<file path="src/rtl/vga_snapshot_ctrl.sv">
// Frame-synchronous debug snapshot: latches the live debug bus into a shadow register at
// vsync start, with freeze and single-frame step for on-screen debugging.
module vga_snapshot_ctrl #(
    parameter int unsigned DATA_W     = 256,
    parameter int unsigned FRAME_DIV  = 1,
    parameter int unsigned VS_ACT_LOW = 1
) (
    input  logic              clk,
    input  logic              rst,
    input  logic              vs,
    input  logic [DATA_W-1:0] dbg_in,
    input  logic              freeze,
    input  logic              step_req,
    output logic              step_ack,
    output logic [DATA_W-1:0] snap_out,
    output logic              snap_valid,
    output logic [15:0]       frame_cnt
);

    localparam logic       VS_IDLE  = 1'(VS_ACT_LOW);
    localparam logic       VS_ACT   = ~VS_IDLE;
    localparam logic [7:0] DIV_LAST = 8'(FRAME_DIV - 1);

    typedef enum logic [1:0] {
        ST_RUN       = 2'd0,
        ST_FROZEN    = 2'd1,
        ST_STEP_WAIT = 2'd2
    } state_t;

    state_t            state_q;
    logic              vs_q;
    logic              step_q;
    logic              step_ack_q;
    logic              snap_valid_q;
    logic [7:0]        div_q;
    logic [DATA_W-1:0] snap_q;
    logic [15:0]       frame_cnt_q;

    logic vs_start_c;
    logic step_edge_c;
    logic capture_c;

    // A capture happens on a divided vsync in RUN, or on any vsync while a step is pending.
    always_comb begin
        vs_start_c  = (vs == VS_ACT) && (vs_q != VS_ACT);
        step_edge_c = step_req && !step_q;
        capture_c   = 1'b0;
        if (vs_start_c) begin
            if (state_q == ST_RUN && !freeze && div_q == DIV_LAST) begin
                capture_c = 1'b1;
            end
            if (state_q == ST_STEP_WAIT) begin
                capture_c = 1'b1;
            end
        end
    end

    always_ff @(posedge clk or posedge rst) begin
        if (rst) begin
            state_q      <= ST_RUN;
            vs_q         <= VS_IDLE;
            step_q       <= 1'b0;
            step_ack_q   <= 1'b0;
            snap_valid_q <= 1'b0;
            div_q        <= 8'd0;
            snap_q       <= '0;
            frame_cnt_q  <= 16'd0;
        end else begin
            vs_q        <= vs;
            step_q      <= step_req;
            step_ack_q  <= 1'b0;
            frame_cnt_q <= frame_cnt_q + 16'(vs_start_c);

            if (capture_c) begin
                snap_q       <= dbg_in;
                snap_valid_q <= 1'b1;
            end

            unique case (state_q)
                ST_RUN: begin
                    if (freeze) begin
                        state_q <= ST_FROZEN;
                        div_q   <= 8'd0;
                    end else if (vs_start_c) begin
                        div_q <= (div_q == DIV_LAST) ? 8'd0 : div_q + 8'd1;
                    end
                end
                ST_FROZEN: begin
                    // Dropping freeze wins over a coincident step request.
                    if (!freeze) begin
                        state_q <= ST_RUN;
                    end else if (step_edge_c) begin
                        state_q <= ST_STEP_WAIT;
                    end
                end
                ST_STEP_WAIT: begin
                    if (vs_start_c) begin
                        step_ack_q <= 1'b1;
                        state_q    <= freeze ? ST_FROZEN : ST_RUN;
                    end
                end
                default: begin
                    state_q <= ST_RUN;
                    div_q   <= 8'd0;
                end
            endcase
        end
    end

    assign step_ack   = step_ack_q;
    assign snap_out   = snap_q;
    assign snap_valid = snap_valid_q;
    assign frame_cnt  = frame_cnt_q;

endmodule

</file>
<file path="config.mk">
export PLATFORM = sky130hd
export DESIGN_NAME = vga_snapshot_ctrl
export DESIGN_NICKNAME = d
export VERILOG_FILES = /design/src/rtl/vga_snapshot_ctrl.sv
export SDC_FILE = /design/constraint.sdc
export NUM_CORES = 1
export LEC_CHECK = 0
export CORE_AREA = 4 4 207 209
export DETAILED_ROUTE_END_ITERATION = 16
export DIE_AREA = 0 0 211 213
export SLEW_MARGIN = 20
export SYNTH_ARGS = -nofsm -noshare
export SYNTH_HDL_FRONTEND = slang
export SYNTH_SLANG_ARGS = --single-unit
</file>
<file path="constraint.sdc">
create_clock -name clk -period 12.9 [get_ports clk]
set_clock_uncertainty 0.2 [all_clocks]
set_input_delay 2.58 -clock clk [delete_from_list [all_inputs] [get_ports clk]]
set_output_delay 2.58 -clock clk [all_outputs]
set_load 0.05 [all_outputs]
</file>
* Word level (Yosys, flattened, before mapping)
Cells that the tools add are included.
** Cells by class
- Add/sub/neg operators :: 2
- Eq/ne operators :: 6
- Muxes and demuxes :: 15
- Bitwise gates (word level) :: 2
- Reduce and logical (&&, ||, !) cells :: 11
** Operators with widths (count)
- two-way mux 8 bit :: 3
- adder 16 x 1 -> 16 bit :: 1
- case mux 8 bit (2 select lines) :: 1
- adder 8 x 1 -> 8 bit (second input constant) :: 1
- zero test 8 bit :: 1
- two-way mux 2 bit :: 4
- two-way mux 1 bit :: 6
- != test 3 bit (second input constant) :: 2
- case mux 2 bit (3 select lines) :: 1
- logical AND 1 bit :: 4
- != test 2 bit (second input constant) :: 2
- AND reduction 3 bit :: 1
- == test 2 x 1 -> 1 bit (second input constant) :: 1
- == test 2 bit (second input constant) :: 1
- zero test 1 bit :: 2
- zero test 2 bit :: 1
- inverter 1 bit :: 2
- AND reduction 2 bit :: 1
- OR reduction 2 bit :: 1
** Storage, ports and cells
- Flip-flop bits (word level) :: 286
- Bits of input ports :: 261
- Word-level logic and storage cells :: 44

* Longest topological paths before layout
Gate-level depths: netlist (run 1).
- Depth after elaboration :: 6
- Mapped depth :: 9
- Depth with buffers taken out :: 7

* Worst setup path after synthesis (run 1)
OpenSTA, ideal clock, no wires.
- Kind :: input to register
- Start point :: input port vs
- End point :: register frame_cnt_q[8] (netlist: frame_cnt[8])
- Library setup time :: 142 ps
- Arrival :: 3852 ps
- Data required time :: 12558 ps
- Setup slack :: 8706 ps
- Cell stages on the path :: 9
- Path buffers :: 2
- Path through :: nand2b_1 -> buf_2 -> inv_1 -> ha_1 -> ha_1 -> and2_1 -> clkbuf_1 -> nand3_1 -> xnor2_1
** Between the ends
- Cells in the longest elaborated chain, start to end :: 3
** Ends and longest elaborated chain
- from (decl) :: RTL line 10 : input logic vs,
- inverter 1 bit :: RTL line 45 : vs_start_c = (vs == VS_ACT) && (vs_q != VS_ACT);
- logical AND 1 bit :: RTL line 45
- adder 16 x 1 -> 16 bit :: RTL line 72 : frame_cnt_q <= frame_cnt_q + 16'(vs_start_c);
- to (signal assigned) :: RTL line 72
- to (decl) :: RTL line 37 : logic [15:0] frame_cnt_q;
No other way between the ends.
A chain may end at the register's enable or synchronous reset.

* Worst setup path in the final report (run 1)
- Start point :: input port freeze
- End point :: register snap_q[39] (netlist: snap_out[39])
** Between the ends
- Cells in the longest elaborated chain, start to end :: 6
** Ends and longest elaborated chain
- from (decl) :: RTL line 12 : input logic freeze,
- zero test 1 bit
- logical AND 1 bit (2 in a row) :: RTL line 49 : if (state_q == ST_RUN && !freeze && div_q == DIV_LAST) begin
- two-way mux 1 bit :: RTL line 49
- two-way mux 1 bit :: RTL line 52 : if (state_q == ST_STEP_WAIT) begin
- two-way mux 1 bit :: RTL line 48 : if (vs_start_c) begin
- to (signal assigned) :: RTL line 75 : snap_q <= dbg_in;
- to (decl) :: RTL line 36 : logic [DATA_W-1:0] snap_q;
No other way between the ends.

==> results of run 1 <==
-- power breakdown --
group	switching [W]	internal, W
Sequential	0.000246	0.00132
Combinational	0.00197	0.00128
Clock	0.000375	0.000563
-- cell usage after synthesis --
master and instances:
ha_1 8, xnor2_1 15, a211o_1 1, mux2_4 200, o31ai_1 1, clkbuf_1 1, a31oi_1 1, nand3_1 9
and3_1 2, a21oi_1 7, and4_1 1, nand2_1 10, nor2_4 1, xor2_1 2, a21o_1 1, nand2b_1 1
nor3_1 2, dfstp_2 1, nor4b_2 1, buf_2 2, nor2b_1 1, nor2_1 7, nand4b_1 1, buf_6 4
and2_1 2, or2_2 1, mux2_2 29, a21boi_0 1, or3_1 2, o21ai_0 4, or4_1 1, inv_1 10
a211oi_1 3, buf_4 2, mux2_1 29, nand4_1 4, dfrtp_1 285, buf_12 22
-- cell families (layout without fill, tap and decap cells) --
logic type,after synthesis,count (layout),synth area share (%)
buf+inv,41,612,4.61
xor+xnor,17,17,1.24
flops,286,286,59.7
compound gates,19,19,0.961
simple gates,46,46,2.10
mux,258,258,30.5
fa+ha+maj,8,8,0.835
other cells,0,1,0
-- state kept, by name, summed over array words and instances, names as in the netlist --
signal,cells
step_ack,1
step_q,1
frame_cnt,16
state_q,2
div_q,8
snap_out,256
snap_valid,1
vs_q,1
-- worst min-delay path by stage --
stage	slack, ps	from	to	depth (start not counted)
after CTS	270	snap_valid$_DFFE_PP0P_	snap_valid$_DFFE_PP0P_	1
after global placement	250	snap_valid$_DFFE_PP0P_	snap_valid$_DFFE_PP0P_	1
after floorplan	330	div_q[7]$_DFFE_PP0P_	div_q[7]$_DFFE_PP0P_	2
after detailed placement	260	snap_valid$_DFFE_PP0P_	snap_valid$_DFFE_PP0P_	1
final	270	snap_valid$_DFFE_PP0P_	snap_valid$_DFFE_PP0P_	1
after global routing	290	snap_out[132]$_DFFE_PP0P_	snap_out[132]$_DFFE_PP0P_	1
-- layout make-up --
cell class,instances,area (um2),area share (%)
Timing Repair Buffer,540,5410,29.0
Sequential cell,286,7160,38.4
Antenna cell,1,2.50,0.0134
Tap cell,532,666,3.57
Clock buffer,54,1050,5.63
Clock inverter,8,55.1,0.295
Inverter,10,45.0,0.241
Multi-Input combinational cell,348,4270,22.9
-- layer usage --
layer / vias to the layer above / GRT usage, %
met5: - / 0
met4: 0 / 6.08
met3: 70 / 4.53
met2: 313 / 24.6
met1: 3767 / 16.9
li1: 3449 / -
-- through the flow --
step	instance area (um2)	setup slack (ps)
after global routing	18700	6300
after global placement	17500	6080
after CTS	18600	6580
after detailed placement	17500	6020
final	18700	6570
after floorplan	12000	2230
==> flow_summary.ini, run 1 <==
[routing]
m1WireLength_mm = 13.2
drt_pass1_iterations = 4
avgViaCountPerCell = 4.27
drt_iter0_drc = 311
routed_wl_mm = 34.3
wl_met3_mm = 2.70
top_layer_used = met4
routedWlPerCell_um = 19.3
via_count = 7599
antenna_left = 0
drc = 0
wl_met2_mm = 17.2

[worst_setup_path]
crit_chain = clkdlybuf4s50_1 -> nor2b_1 -> a31oi_1 -> nor2_4 -> buf_4 -> buf_4 -> mux2_4
crit_arrival_ps = 6530
critical_path_buf_inv_count = 3
path_common_cell = buf_4
ff2ff_path_depth = 8
crit_path_start_kind = primary input
crit_slowest_cell = buf_4
endpoint_kind = register
cp-endpoint = snap_out[39]$_DFFE_PP0P_
worstPathMaxFanout = 52
cpPeakStageDelay_ps = 840
cp-startpoint = freeze
rr_startpoint = state_q[0]$_DFFE_PP0P_
critical_path_depth = 7
crit_family = buffers and inverters
path_class = primary input to register
r2r_end = snap_out[39]$_DFFE_PP0P_
reg2reg_slack_ps = 8440
cp.required_ps = 13090

[synth]
syn-cell-area_um2 = 12000
synth_area_leaders = dfrtp_1 (60%), mux2_4 (25%), buf_12 (3.7%), mux2_1 (2.7%), mux2_2 (2.7%)
ys_types = 38
synth_nets = 944
seq_area_frac_synth_pct = 59.7
synth_top_cell_by_area = dfrtp_1
ys_ff_latch = 286
avgSynthCellArea_um2 = 17.8
netlist_instances = 675
yosysTopAreaCellShare_pct = 59.5
yosys_warnings = 0

[final_layout]
fillers = 3626
area_growth_pct = 55.7
drive_above_1_share_pct = 23.4
layout_common_cells = clkdlybuf4s50_1 (534), dfrtp_1 (285), mux2_4 (200), clkbuf_16 (37)
fin_nets = 1491
final_util_pct = 45.7
fin_cells = 1779
final_common_cell = clkdlybuf4s50_1

[global_route]
gr-usage-all-layers_pct = 14.4
grt_pass1_vias = 8288
grt_max_degree = 138
grt-ovfl-total = 0
grt_first_pass_wirelength_mm = 50.5
antenna_found_initial = 2

[timing]
slew_violations = 0
hold_viol_final = 0
rsz0062_at_grt = false
fin_tns_setup_ps = 0
hold_ws_ps = 267
fmax_ghz = 0.158
relSlewSlack_pct = 19.6
period_share_pct = 49.1
fin_crit_ps = 6330
worstMarginPinSlew_ps = 1210
setup_viol = 0

[worst_hold_path]
min_path_type = register to register

[clock_tree]
post_cts_resized = 0
post_cts_buffers = 0
holdBufCountCts = 0
clkTransAtPathRegs_ps = 50
cts_tree = done
cts_buffer_depth = 3
cts_root_buffer = clkbuf_16
htree_levels = 2
insertion_delay_ps = 520
cts_buffers = 36
cts_sinks = 286

[outcome]
status = completed

[placed_design]
hpwlAfterDp_mm = 25.2
io_buffers = 534
dpl.cell_count = 1716
gp_congestion = 0.767

[floorplanning]
die_area_um2 = 44900
start_util_pct = 29.3
die_x_um = 211
num_io_pins = 535
num_rows = 74
die_h_um = 213
core-area_um2 = 40800

[pwr]
report.power.total_w = 0.00575
max-vdd-ir-drop_v = 0.000153
power_density_nw_per_um2 = 308
p_leak_nw = 7.96

[run]
maxCapViolCount = 0
Note: power is estimated with default switching activity, not from simulation.
==> run 2: changes to the inputs <==
==> constraint.sdc (replaced) <==
create_clock -name clk -period 6.1 [get_ports clk]
set_clock_uncertainty 0.2 [all_clocks]
set_input_delay 1.22 -clock clk [delete_from_list [all_inputs] [get_ports clk]]
set_output_delay 1.22 -clock clk [all_outputs]
set_load 0.05 [all_outputs]
==> run 2 against run 1 <==
Net effect: combinational power is 110% higher; utilization rose by 0.44 points; routed wire length up 1.0%; flip-flop and latch count is the same; cell count rose by 0.28%; critical path depth is the same; die area is the same; worst setup slack got worse by 4200 ps; non-clock buffer count up 8; worst hold slack worse by 4.4 ps; global-route usage rose by 0.20 points; critical endpoint is now snap_out[99]$_DFFE_PP0P_; highest routed layer unchanged.
==> flow_summary.ini, run 2 (synthesis results as in run 1) <==
[clock_tree]
cts_buffer_depth = 3
cts_tree = done
post_cts_resized = 0
htree_levels = 2
post_cts_buffers = 0
cts_buffers = 36
cts_root_buffer = clkbuf_16
clkTransAtPathRegs_ps = 60
insertion_delay_ps = 520
cts_sinks = 286
holdBufCountCts = 0

[floorplanning]
num_io_pins = 535
start_util_pct = 29.3
core-area_um2 = 40800
die_x_um = 211
die_area_um2 = 44900
die_h_um = 213
num_rows = 74

[run]
maxCapViolCount = 0

[routing]
m1WireLength_mm = 13.6
drt_iter0_drc = 376
drc = 0
antenna_left = 0
top_layer_used = met4
via_count = 7604
routedWlPerCell_um = 19.4
wl_met2_mm = 17.7
avgViaCountPerCell = 4.26
routed_wl_mm = 34.6
drt_pass1_iterations = 4
wl_met3_mm = 2.50

[pwr]
power_density_nw_per_um2 = 651
max-vdd-ir-drop_v = 0.000332
p_leak_nw = 8.04

[global_route]
grt_first_pass_wirelength_mm = 51.4
antenna_found_initial = 1
gr-usage-all-layers_pct = 14.6
grt_max_degree = 132
grt-ovfl-total = 0
grt_pass1_vias = 8259

[timing]
hold_viol_final = 0
hold_ws_ps = 263
fin_tns_setup_ps = 0
worst_slack_ps = 2390
fin_crit_ps = 3710
worstMarginPinSlew_ps = 784
rsz0062_at_grt = false
fmax_ghz = 0.269
relSlewSlack_pct = 47.8
setup_viol = 0
period_share_pct = 60.8
slew_violations = 0

[final_layout]
final_util_pct = 46.1
drive_above_1_share_pct = 24.0
final_common_cell = clkdlybuf4s50_1
diodes = 0
fin_nets = 1499
largest_register_ffs = 256
layout_common_cells = clkdlybuf4s50_1 (534), dfrtp_1 (285), mux2_4 (200), clkbuf_16 (37)
area_growth_pct = 57.2

[worst_setup_path]
crit_arrival_ps = 3920
crit_path_start_kind = primary input
endpoint_kind = register
worstPathMaxFanout = 22
cp-startpoint = freeze
path_class = primary input to register
rr_startpoint = state_q[1]$_DFFE_PP0P_
cp.required_ps = 6300
ff2ff_path_depth = 8

[worst_hold_path]
min_path_type = register to register
holdPathStages = 1
hp-start = snap_valid$_DFFE_PP0P_

[outcome]
status = completed

[placed_design]
gp_congestion = 0.775
hpwlAfterDp_mm = 25.8
io_buffers = 534
place_ws_ps = 1840
-- run 2: cell count changes in the layout (fill, tap and decap cells not counted), sizes merged --
cell      previous run  this run
inv                 13         9
clkbuf              54        55
clkinv               5         4
bufinv               0         1
buf                  6        14
clkinvlp             0         1
diode                1         0
-- run 2: cell type report --
class	instances	area, um2
fillers	3597	22000
flip-flops and latches	286	7160
repair buffers	548	5550
multi-input cells	348	4270
clock buffers	55	1090
well taps	532	666
clock inverters	5	53.8
inverters	10	41.3
-- run 2: final timing paths --
check / end / slack (ps)
setup / recovery: snap_out[99]$_DFFE_PP0P_ / 2390
hold / removal: snap_valid$_DFFE_PP0P_ / 260
setup reg to reg: snap_out[99]$_DFFE_PP0P_ / 2880
hold reg to reg: snap_valid$_DFFE_PP0P_ / 260
max in group asynchronous: snap_out[165]$_DFFE_PP0P_ / 3610
min in group asynchronous: snap_out[52]$_DFFE_PP0P_ / 810
-- run 2: stage by stage --
stage	cells	power, W	instance area, um2
final	1784	0.0123	18800
after global routing	1784	0.0128	18800
after CTS	1783	0.0124	18800
after detailed placement	1723	0.0103	17700
after global placement	1723	0.0102	17700
after floorplan	675	0.00790	12000
-- run 2: critical path, cell delays in order --
cell             delay, ps
clkdlybuf4s50_1        450
nor2b_1                440
a31oi_1                220
nor2_4                 550
buf_12                 270
buf_4                  350
mux2_2                 380
-- run 2: report_power, final --
part           switching, W  total [W]  leakage [nW]  internal, W
registers          0.000522    0.00331          3.45      0.00279
clock network      0.000789    0.00206         0.567      0.00127
logic               0.00416    0.00688          4.02      0.00272
total               0.00547     0.0123          8.04      0.00678
-- run 2: layer usage --
layer / up-vias / global-route usage, %
met2: 294 / 25.4
met3: 54 / 4.10
met5: - / 0
li1: 3470 / -
met4: 0 / 5.12
met1: 3786 / 17.5
